<file path="config.mk">
export PLATFORM = sky130hd
export DESIGN_NAME = seq_pattern_tx
export DESIGN_NICKNAME = d
export VERILOG_FILES = /design/src/rtl/seq_pattern_tx.sv
export SDC_FILE = /design/constraint.sdc
export NUM_CORES = 1
export LEC_CHECK = 0
export CAP_MARGIN = 15
export CORE_MARGIN = 3
export CORE_UTILIZATION = 51
export CTS_CLUSTER_DIAMETER = 50
export DETAILED_ROUTE_END_ITERATION = 7
export PLACE_DENSITY = 0.75
export SLEW_MARGIN = 10
export SYNTH_ARGS = -nofsm -noshare
export SYNTH_HDL_FRONTEND = slang
export SYNTH_SLANG_ARGS = --single-unit
</file>
<file path="constraint.sdc">
create_clock -name clock -period 1.8 [get_ports clock]
set_input_delay 0.36 -clock clock [delete_from_list [all_inputs] [get_ports clock]]
set_output_delay 0.36 -clock clock [all_outputs]
set_load 0.01 [all_outputs]
</file>
<file path="src/rtl/seq_pattern_tx.sv">
// seq_pattern_tx
// Serial pattern source for the sequence-detector blocks. A WIDTH-bit pattern
// is captured on start and shifted out MSB-first on out, one bit per clock,
// repeated repeat_cnt times with GAP idle cycles between repetitions.
//
// Ports
//   clock       system clock, rising edge
//   reset       asynchronous active-low reset
//   start       transmit request, sampled in IDLE only
//   pattern     bits to send, MSB first
//   repeat_cnt  number of repetitions, 0 ignores the request
//   abort       synchronous cancel while SHIFT or GAP
//   out         registered serial data
//   out_valid   high while out carries a pattern bit
//   busy        high through every SHIFT and GAP cycle
//   done        one-cycle pulse after the last bit of the last repetition
//
// state   | meaning
// --------+-----------------------------------------------
// S_IDLE  | waiting for start with a non-zero repeat count
// S_SHIFT | driving shift_reg[bit_idx] on out
// S_GAP   | idle gap between repetitions, busy held high
// S_DONE  | single-cycle done pulse, start ignored

module seq_pattern_tx #(
    parameter int WIDTH = 4,
    parameter int CNT_W = 4,
    parameter int GAP   = 2
) (
    input  logic             clock,
    input  logic             reset,
    input  logic             start,
    input  logic [WIDTH-1:0] pattern,
    input  logic [CNT_W-1:0] repeat_cnt,
    input  logic             abort,
    output logic             out,
    output logic             out_valid,
    output logic             busy,
    output logic             done
);

    localparam int IDX_W = $clog2(WIDTH);
    localparam int GAP_W = (GAP > 1) ? $clog2(GAP) : 1;
    localparam logic [IDX_W-1:0] IDX_TOP = IDX_W'(WIDTH - 1);
    localparam logic [GAP_W-1:0] GAP_TOP = (GAP > 0) ? GAP_W'(GAP - 1) : '0;

    typedef enum logic [1:0] {S_IDLE, S_SHIFT, S_GAP, S_DONE} state_t;

    state_t           state, state_nx;
    logic [WIDTH-1:0] shift_reg, shift_nx;
    logic [IDX_W-1:0] bit_idx, idx_nx;
    logic [CNT_W-1:0] reps_left, reps_nx;
    logic [GAP_W-1:0] gap_cnt, gap_nx;
    logic             out_nx, valid_nx, busy_nx, done_nx;

    always_ff @(posedge clock or negedge reset) begin
        if (!reset) begin
            state     <= S_IDLE;
            shift_reg <= '0;
            bit_idx   <= '0;
            reps_left <= '0;
            gap_cnt   <= '0;
            out       <= 1'b0;
            out_valid <= 1'b0;
            busy      <= 1'b0;
            done      <= 1'b0;
        end else begin
            state     <= state_nx;
            shift_reg <= shift_nx;
            bit_idx   <= idx_nx;
            reps_left <= reps_nx;
            gap_cnt   <= gap_nx;
            out       <= out_nx;
            out_valid <= valid_nx;
            busy      <= busy_nx;
            done      <= done_nx;
        end
    end

    // Outputs are computed for the state being entered, so the registered
    // outputs always describe the current state without a one-cycle lag.
    always_comb begin
        state_nx = state;
        shift_nx = shift_reg;
        idx_nx   = bit_idx;
        reps_nx  = reps_left;
        gap_nx   = gap_cnt;
        out_nx   = 1'b0;
        valid_nx = 1'b0;
        busy_nx  = 1'b0;
        done_nx  = 1'b0;

        case (state)
            S_IDLE: begin
                if (start && (repeat_cnt != '0)) begin
                    shift_nx = pattern;
                    reps_nx  = repeat_cnt;
                    idx_nx   = IDX_TOP;
                    state_nx = S_SHIFT;
                    out_nx   = pattern[WIDTH-1];
                    valid_nx = 1'b1;
                    busy_nx  = 1'b1;
                end
            end

            S_SHIFT: begin
                if (abort) begin
                    state_nx = S_IDLE;
                end else if (bit_idx != '0) begin
                    idx_nx   = bit_idx - IDX_W'(1);
                    out_nx   = shift_reg[idx_nx];
                    valid_nx = 1'b1;
                    busy_nx  = 1'b1;
                end else if (reps_left > CNT_W'(1)) begin
                    reps_nx = reps_left - CNT_W'(1);
                    idx_nx  = IDX_TOP;
                    busy_nx = 1'b1;
                    if (GAP > 0) begin
                        state_nx = S_GAP;
                        gap_nx   = GAP_TOP;
                    end else begin
                        out_nx   = shift_reg[WIDTH-1];
                        valid_nx = 1'b1;
                    end
                end else begin
                    state_nx = S_DONE;
                    done_nx  = 1'b1;
                end
            end

            S_GAP: begin
                if (abort) begin
                    state_nx = S_IDLE;
                end else if (gap_cnt == '0) begin
                    state_nx = S_SHIFT;
                    out_nx   = shift_reg[WIDTH-1];
                    valid_nx = 1'b1;
                    busy_nx  = 1'b1;
                end else begin
                    gap_nx  = gap_cnt - GAP_W'(1);
                    busy_nx = 1'b1;
                end
            end

            S_DONE: begin
                state_nx = S_IDLE;
            end

            default: begin
                state_nx = S_IDLE;
            end
        endcase
    end

endmodule
</file>
==> results.yml, run 1 <==
run_status:
  status: "finished clean"
logic_synthesis:
  syn-num-nets: 115
  yosys.area.top_type_share_pct: 43.3
  yosysTopAreaCell: "dfrtp_1"
  avgSynthCellArea_um2: 9.82
  ys_types: 40
  synth_area_um2: 982
  synth.area.top_cells: "dfrtp_1, nand2_1, ha_1"
  ys_warn_count: 0
  ys_ff_latch: 17
  yosysSeqAreaShare_pct: 43.3
  synth_cells: 100
power:
  leakage_uw: 0.000539
  finalPower_uw: 1620
  powerDensity_nw_per_um2: 1350
  ir_drop_uv: 804
global_routing:
  track_usage_pct: 18.3
  grt_pass1_vias: 810
  grt-ovfl-total: 0
  antenna_found_initial: 0
  top_usage_layer: "met2"
  grt_pass1_wl_um: 3530
  met2_usage_pct: 30.8
  grt_max_degree: 18
  grtUsageMet3_pct: 3.32
  grt.met1_usage_pct: 23.6
finish:
  diodes: 0
  multi_input_comb_area_um2: 499
  final_nets: 137
  register_area_um2: 425
  area_growth_pct: 22.7
  stdcell_area_um2: 1200
  post-route-util_pct: 68.3
  drive_gt1_share_pct: 15.7
  nFillCells: 155
setup_path:
  crit_fanout: 5
  reg2reg_from: "reps_left[0]$_DFFE_PN0P_"
  crit_start: "reps_left[0]$_DFFE_PN0P_"
  worstPathRequired_ps: 2010
  cp_data_arrival_time_ps: 1930
  end_kind: "register"
  start_kind: "register"
  critPathTopFamily: "compound AO/OA/AOI/OAI gates"
  crit_buf_inv: 1
  cp_slowest_cell: "dfrtp_1"
  slowest_delay_ps: 410
  crit_chain: "inv_1 > ha_1 > nor2_1 > o311a_1 > or2_4 > a22oi_2"
  crit_type: "register to register"
drt:
  routed_wl_um: 1950
  first_pass_iters: 4
  drc_errors: 0
  via_count: 819
  post_drt_wl_per_cell_um: 13.3
  viasPerCell: 5.61
  drtAntennaViolNets: 0
  drt_iter0_drc: 9
floorplan:
  io_pins: 16
  start_util_pct: 55.7
  die_w_um: 49.9
  core_area_um2: 1760
  fp.dieArea_um2: 2490
  chipHeight_um: 49.9
  fp-row-count: 15
clock_network:
  cts_sinks: 17
  htree_levels: 1
  cts.reportedPaths.clkPinSlew_ps: 100
  clk_path_buf_depth: 2
  clock_latency_ps: 290
  cts_root_buffer: "clkbuf_4"
  cts_setup_buffers: 0
  ctsHoldBuffers: 0
  cts_resized: 0
  numCtsBuffers: 3
  cts_tree: "built"
timing:
  fin_hold_ws_ps: 388
  final-hold-violation-count: 0
  setup_viol: 0
  tightest_slew_ps: 478
  fin_crit_sh_pct: 95.2
  maxSlewViolCount: 0
  clock-skew-final_ps: 7.95
  max_freq_ghz: 0.583
  grt_setup_unrepaired: "no"
  period_minus_slack_ps: 1710
  slew_headroom_pct: 68.0
  fin_setup_tns_ps: 0
worst_hold_path:
  min_path_type: "input pin to asynchronous set/reset pin"
placement:
  place_area_um2: 1180
  port_buffers: 15
  dp_hpwl_um: 1560
  gp_congestion: 0.817
flow_run:
  maxCapViolations: 0
## layer usage
metal	share of wire (%)	up-vias
met4	0.67	0
met5	0	-
li1	-	399
met1	45	399
met3	3.9	2
met2	50	19
## synthesized netlist by cell type
cell type / number
nor2b_1: 1
buf_6: 1
nor4b_4: 1
o21ai_0: 4
o211ai_2: 1
or2_4: 1
o311a_1: 1
o221ai_1: 1
inv_1: 9
o211ai_1: 1
or4b_1: 1
a22oi_1: 2
or3_1: 1
mux4_2: 1
o2111ai_1: 1
and3_1: 1
nor3_1: 4
a21boi_1: 1
nand3_1: 3
o21ai_1: 3
o31ai_1: 1
nand2_1: 14
nor3b_1: 1
buf_2: 1
nand2b_1: 2
and2b_4: 1
nand3b_1: 1
ha_1: 3
a22oi_2: 2
clkbuf_4: 1
o21ba_2: 1
a31oi_1: 2
nor2_1: 6
o22ai_2: 1
o22ai_1: 1
or2b_1: 1
and2b_1: 1
a21oi_1: 3
dfrtp_1: 17
nor4_4: 1
## cell usage in the layout, fill, tap and decap left out, types with 2 or more instances in the layout
cell / Yosys / final
clkbuf_4: 1 / 3
nand3_1: 3 / 3
ha_1: 3 / 3
inv_1: 9 / 9
a22oi_1: 2 / 2
buf_4: 0 / 5
a31oi_1: 2 / 2
a22oi_2: 2 / 2
clkdlybuf4s50_1: 0 / 15
o21ai_1: 3 / 3
dfrtp_1: 17 / 17
o21ai_0: 4 / 4
nand2_1: 14 / 14
nor3_1: 4 / 4
nand2b_1: 2 / 2
nor2_1: 6 / 6
a21oi_1: 3 / 3
## layout make-up
class                      count  share of cell area [%]
sequential                    17                    35.3
tap                           25                    2.60
clock inverter                 1                   0.415
clock buffer                   3                    1.87
timing repair buffer          20                    15.6
multi-input combinational     71                    41.4
inverter                       9                    2.80
## kinds of logic (layout without fill, tap and decap cells)
family          Yosys count  in the layout  synth area share, %
compound gates           26             26                 19.7
fa+ha+maj                 3              3                 3.82
buf+inv                  12             33                 5.86
flops                    17             17                 43.3
mux                       1              1                 2.29
simple gates             41             41                 25.0
## report_power, final
group / internal, µW / switching (µW) / total (µW)
Combinational: 376 / 379 / 755
Clock: 82.4 / 117 / 199
Sequential: 533 / 133 / 666
## per-stage QoR
step	cells	setup slack, ps
finish	146	85.9
global route	146	5.44
CTS	146	95.7
detailed placement	142	-78.7
global placement	142	-66.4
floorplan	100	266
## worst paths after layout
kind,to,slack (ps),depth (start not counted)
worst max-delay path,reps_left[0]$_DFFE_PN0P_,90,6
worst min-delay path,shift_reg[3]$_DFFE_PN0P_,390,2
worst max register to register,reps_left[0]$_DFFE_PN0P_,90,6
worst min register to register,shift_reg[0]$_DFFE_PN0P_,490,2
max in group asynchronous,out_valid$_DFF_PN0_,1220,2
min in group clock,shift_reg[0]$_DFFE_PN0P_,490,2
## worst reg2reg max path, cell delays in order, from the launching register on
cell	delay [ps]
dfrtp_1	410
inv_1	110
ha_1	250
nor2_1	80
o311a_1	370
or2_4	280
a22oi_2	150
No activity file was read; power rests on OpenSTA's default activity.
==> run 2: changes to the inputs <==
- CTS_CLUSTER_SIZE: unset -> 28
==> results of run 2 <==
The final DEF is identical to that of run 1; final timing and power are the same.
